==> src/rtl/controller.sv <==
// MIPS instruction decoder: combinational write-enable/destination/class outputs,
// plus a one-cycle registered copy of we/a3 used for write-back hazard tracking.
module controller (
    input  logic        clk,
    input  logic        reset,
    input  logic [31:0] instr,
    output logic        we,
    output logic [4:0]  a3,
    output logic        is_load,
    output logic        is_store,
    output logic        is_branch,
    output logic        is_md,
    output logic        ri,
    output logic        we_q,
    output logic [4:0]  a3_q
);

    typedef enum logic [2:0] {
        C_NONE, C_WR, C_LOAD, C_STORE, C_BRANCH, C_MD, C_RI
    } cls_e;

    typedef enum logic [1:0] {D_RD, D_RT, D_RA} dst_e;

    localparam logic [31:0] INSTR_NOP  = 32'h0000_0000;
    localparam logic [31:0] INSTR_ERET = 32'h4200_0018;

    logic [5:0] opcode;
    logic [4:0] rs;
    logic [4:0] rt;
    logic [4:0] rd;
    logic [5:0] funct;
    cls_e       cls;
    dst_e       dst;
    logic [4:0] a3_d;
    logic       we_d;

    assign opcode = instr[31:26];
    assign rs     = instr[25:21];
    assign rt     = instr[20:16];
    assign rd     = instr[15:11];
    assign funct  = instr[5:0];

    // NOTE: cls and dst get defaults before the case so no path leaves them unassigned (no latch).
    always_comb begin
        cls = C_RI;
        dst = D_RD;
        if (instr == INSTR_NOP) begin
            cls = C_NONE;
        end else begin
            unique case (opcode)
                6'b000000: begin
                    dst = D_RD;
                    case (funct)
                        6'b100000, 6'b100010, 6'b100100, 6'b100101,
                        6'b101010, 6'b101011, 6'b010000, 6'b010010: cls = C_WR;
                        6'b001000, 6'b001100:                       cls = C_NONE;
                        6'b011000, 6'b011001, 6'b011010, 6'b011011,
                        6'b010001, 6'b010011:                       cls = C_MD;
                        default:                                    cls = C_RI;
                    endcase
                end
                6'b001000, 6'b001100, 6'b001101, 6'b001111: begin
                    cls = C_WR;
                    dst = D_RT;
                end
                6'b100011, 6'b100001, 6'b100000: begin
                    cls = C_LOAD;
                    dst = D_RT;
                end
                6'b101011, 6'b101001, 6'b101000: cls = C_STORE;
                6'b000100, 6'b000101:            cls = C_BRANCH;
                6'b000011: begin
                    cls = C_WR;
                    dst = D_RA;
                end
                6'b010000: begin
                    // eret is matched on the full word before the rs field is considered.
                    if (instr == INSTR_ERET) begin
                        cls = C_NONE;
                    end else if (rs == 5'b00000) begin
                        cls = C_WR;
                        dst = D_RT;
                    end else if (rs == 5'b00100) begin
                        cls = C_NONE;
                    end else begin
                        cls = C_RI;
                    end
                end
                default: cls = C_RI;
            endcase
        end
    end

    always_comb begin
        we_d = (cls == C_WR) || (cls == C_LOAD);
        a3_d = 5'd0;
        if (we_d) begin
            unique case (dst)
                D_RD:    a3_d = rd;
                D_RT:    a3_d = rt;
                D_RA:    a3_d = 5'd31;
                default: a3_d = 5'd0;
            endcase
        end
    end

    assign we        = we_d;
    assign a3        = a3_d;
    assign is_load   = (cls == C_LOAD);
    assign is_store  = (cls == C_STORE);
    assign is_branch = (cls == C_BRANCH);
    assign is_md     = (cls == C_MD);
    assign ri        = (cls == C_RI);

    // NOTE: sequential state uses non-blocking assignments so every flop samples pre-edge values.
    always_ff @(posedge clk or negedge reset) begin
        if (!reset) begin
            we_q <= 1'b0;
            a3_q <= 5'd0;
        end else begin
            we_q <= we_d;
            a3_q <= a3_d;
        end
    end

endmodule

==> config.mk <==
export PLATFORM = sky130hd
export DESIGN_NAME = controller
export DESIGN_NICKNAME = d
export VERILOG_FILES = /design/src/rtl/controller.sv
export SDC_FILE = /design/constraint.sdc
export NUM_CORES = 1
export LEC_CHECK = 0
export ABC_CLOCK_PERIOD_IN_PS = 2200
export CAP_MARGIN = 20
export CORE_MARGIN = 5
export CORE_UTILIZATION = 33
export DETAILED_ROUTE_END_ITERATION = 8
export GPL_ROUTABILITY_DRIVEN = 0
export GPL_TIMING_DRIVEN = 1
export HOLD_SLACK_MARGIN = 0.06
export MAX_ROUTING_LAYER = met4
export PLACE_DENSITY = 0.73
export RECOVER_POWER = 100
export SLEW_MARGIN = 10
export SYNTH_ARGS = -nofsm -noshare
export SYNTH_HDL_FRONTEND = slang
export SYNTH_SLANG_ARGS = --single-unit
==> constraint.sdc <==
create_clock -name clk -period 2.2 [get_ports clk]
set_clock_uncertainty 0.1 [all_clocks]
set_input_delay 0.33 -clock clk [delete_from_list [all_inputs] [get_ports clk]]
set_output_delay 0.33 -clock clk [all_outputs]
set_load 0.02 [all_outputs]
==> reports/qor.csv <==
stage;metric;value;unit
final_layout;drive_gt1_share;59.3;%
drt;postRouteWirelength;5310;µm
final_layout;fillCellCount;117;
final_layout;nets;240;
sta;fin_ws;-471;ps
worst_setup_path;worstSetupStartpointType;input port;
sta;hold_viol;0;
power_and_ir_drop;power;0.554;mW
synthesis;synth-main-ff-cell;dfrtp_1;
worst_setup_path;worstPathRequired;1770;ps
power_and_ir_drop;comb_power_share;59.6;%
synthesis;synth.net_count;142;
run_status;status;finished, violations left;
power_and_ir_drop;p_per_area;255;nW/µm²
worst_setup_path;path_cells;dlygate4sd2_1, nor4_2, nand4_1, and4b_1, a31oi_4, buf_8, o31ai_4, buf_6;
clocking;cts_made_buffers;3;
floorplanning;core;2450;µm²
synthesis;async_reset_ff_share;100;%
grt;grt_max_degree;9;
grt;grt_pass1_vias;1508;
synthesis;synth_area_leaders;dfrtp_1 (18%), o31ai_1 (9.8%), o221ai_1 (5.2%), nand2_1 (4.5%), o21ai_0 (3.6%);
power_and_ir_drop;power_switching_share;39.1;%
placement;place_hpwl;2910;µm
clocking;cts_max_path_buffers;2;
synthesis;syn-instance-count;108;
drt;dr_total_vias;1465;
sta;rsz0062_at_grt;true;
grt;grt.total_usage;30.3;%
synthesis;ys_seq_elements;6;
power_and_ir_drop;leakage;0.858;nW
worst_setup_path;crit_type;input port to output pin;
drt;dr.pass1.iters;4;
floorplanning;die_h;60.4;µm
synthesis;avgSynthCellArea;7.77;µm²
final_layout;fin_util;88.5;%
worst_setup_path;worstPathMaxFanout;6;
synthesis;synth.distinct_cells;47;
grt;grt_use_met1;31.9;%
clocking;htree_num_levels;1;
grt;met2_usage;54.8;%
worst_setup_path;arrival;2240;ps
clocking;cts.sinks;6;
sta;worstMarginPinSlew;428;ps
floorplanning;io_pins;51;
drt;drc;0;
min_path;hold_path_class;input port to asynchronous set/reset pin;
synthesis;syn-cell-area;840;µm²
power_and_ir_drop;p_sw;0.217;mW
clocking;cts.clk_slew.worst_paths;50;ps
sta;period_share;121;%
floorplanning;dieWidth;60.4;µm
floorplanning;rows;18;
grt;grt.overflow.total;0;
job;cap_violations;0;
power_and_ir_drop;p_clk_share;19.7;%
sta;setup-violations-final;8;
drt;ant_nets;0;
run_status;violations;negative setup slack;
grt;top_usage_layer;met2;
synthesis;synth_top_area_share;17.9;%
power_and_ir_drop;pwr-share-seq;20.6;%
synthesis;yosysWarnings;0;
clocking;cts_tree;yes;
grt;grt_pass1_wl;7810;µm
synthesis;synth_edf_count;0;
synthesis;ys_seq_area_share;17.9;%
drt;viasPerCell;6.26;
drt;drt_iter0_drc;87;
sta;fmax;0.374;GHz
worst_setup_path;crit_path_max_incr_delay;380;ps
final_layout;synthToLayoutAreaGrowth;159;%
drt;wl_per_cell;22.7;µm
sta;period_needed;2670;ps
grt;antenna_found_initial;0;
power_and_ir_drop;p_int;0.337;mW
worst_setup_path;endpoint_kind;output pin;
synthesis;yosysTopAreaCell;dfrtp_1;
power_and_ir_drop;ir_drop;0.000281;V
grt;globalRouteMet3Util;4.68;%
clocking;root_buffer;clkbuf_4;
placement;port_buffers;50;
final_layout;antenna_cells;0;
sta;maxSlewHeadroom;71.2;%
worst_setup_path;slowest_stage;and4b_1;
sta;drv_slew;0;
floorplanning;dieArea;3650;µm²
floorplanning;start_util;34.2;%
## synthesized netlist by cell type, drive strengths merged, types with 3 or more instances
library cell and instances:
buf 5, clkbuf 3, dfrtp 6, nand2 10, nand2b 3, nor2 9, nor2b 3, nor4 5
nor4b 3, o21ai 6, o221ai 5, o31ai 11, or4 5
## power groups by stage
stage / registers [mW] / logic (mW) / clock network, mW
after global placement: 0.116 / 0.235 / 0
after detailed placement: 0.116 / 0.242 / 0
after global routing: 0.114 / 0.345 / 0.112
final: 0.114 / 0.330 / 0.109
after CTS: 0.114 / 0.298 / 0.102
after floorplan: 0.120 / 0.0933 / 0
## layout make-up
type / instances / area [µm²] / area share, %
clock buffers: 3 / 22.5 / 1.04
inverters: 1 / 3.75 / 0.173
multi-input cells: 93 / 1060 / 48.6
flip-flops and latches: 6 / 150 / 6.91
well taps: 30 / 37.5 / 1.73
repair buffers: 101 / 903 / 41.6
## critical path, delay by kind of cell
family          cells  cell delay, ps
simple gates        3             930
compound gates      2             360
buf+inv             3             620
## state kept, by name, indices dropped and copies added, names as in the netlist
register / flops
we_q: 1
a3_q: 5
## path summary, 6_finish.rpt
| path | start | end | slack [ps] | depth (start not counted) |
|---|---|---|---|---|
| max in group asynchronous | reset | we_q | 1490 | 1 |
| min in group clk | instr[11] | a3_q[0] | 390 | 3 |
| worst max-delay path | instr[5] | a3[1] | -470 | 8 |
| worst min-delay path | reset | a3_q[3] | 290 | 1 |
## cell families after synthesis
group / share of synthesized area [%]
compound gates: 33.7
flops: 17.9
simple gates: 41.0
mux: 1.19
buf+inv: 6.26
## through the flow
stage / setup slack (ps) / instance area [µm²] / instances / setup TNS, ps / hold slack, ps
3_5_place_dp: -1260 / 1670 / 215 / -13170 / 482
5_1_grt: -499 / 2170 / 234 / -3660 / 320
6_report: -471 / 2170 / 234 / -3270 / 288
2_1_floorplan: -329 / 923 / 108 / -3410 / -65.6
4_1_cts: -402 / 2100 / 230 / -2910 / 226
3_3_place_gp: -1180 / 1670 / 215 / -12170 / 475
## layer usage
layer | vias up | wire, µm
met2 | 98 | 2810
met3 | 24 | 423
met1 | 708 | 1920
met4 | 0 | 164
met5 | - | 0
li1 | 635 | -
## timing repair
item                       in CTS  in global routing
buffers inserted               12                  5
setup endpoints to repair      17                 11
pin swaps                      37                 20
gates resized for setup       172                 19
hold buffers                    0                  0
## layout by cell type (no fill, tap or decap), drive strengths merged, types with 3 or more instances in the layout
cell type / count
nor4: 5
clkdlybuf4s15: 6
nand2b: 3
o31ai: 11
dlygate4sd2: 18
dlygate4sd3: 7
clkbuf: 6
dfrtp: 6
nor2b: 3
o21ai: 6
buf: 66
or4: 5
nand2: 10
o221ai: 5
nor2: 9
nor4b: 3
Power figures use the tool's default switching activity.
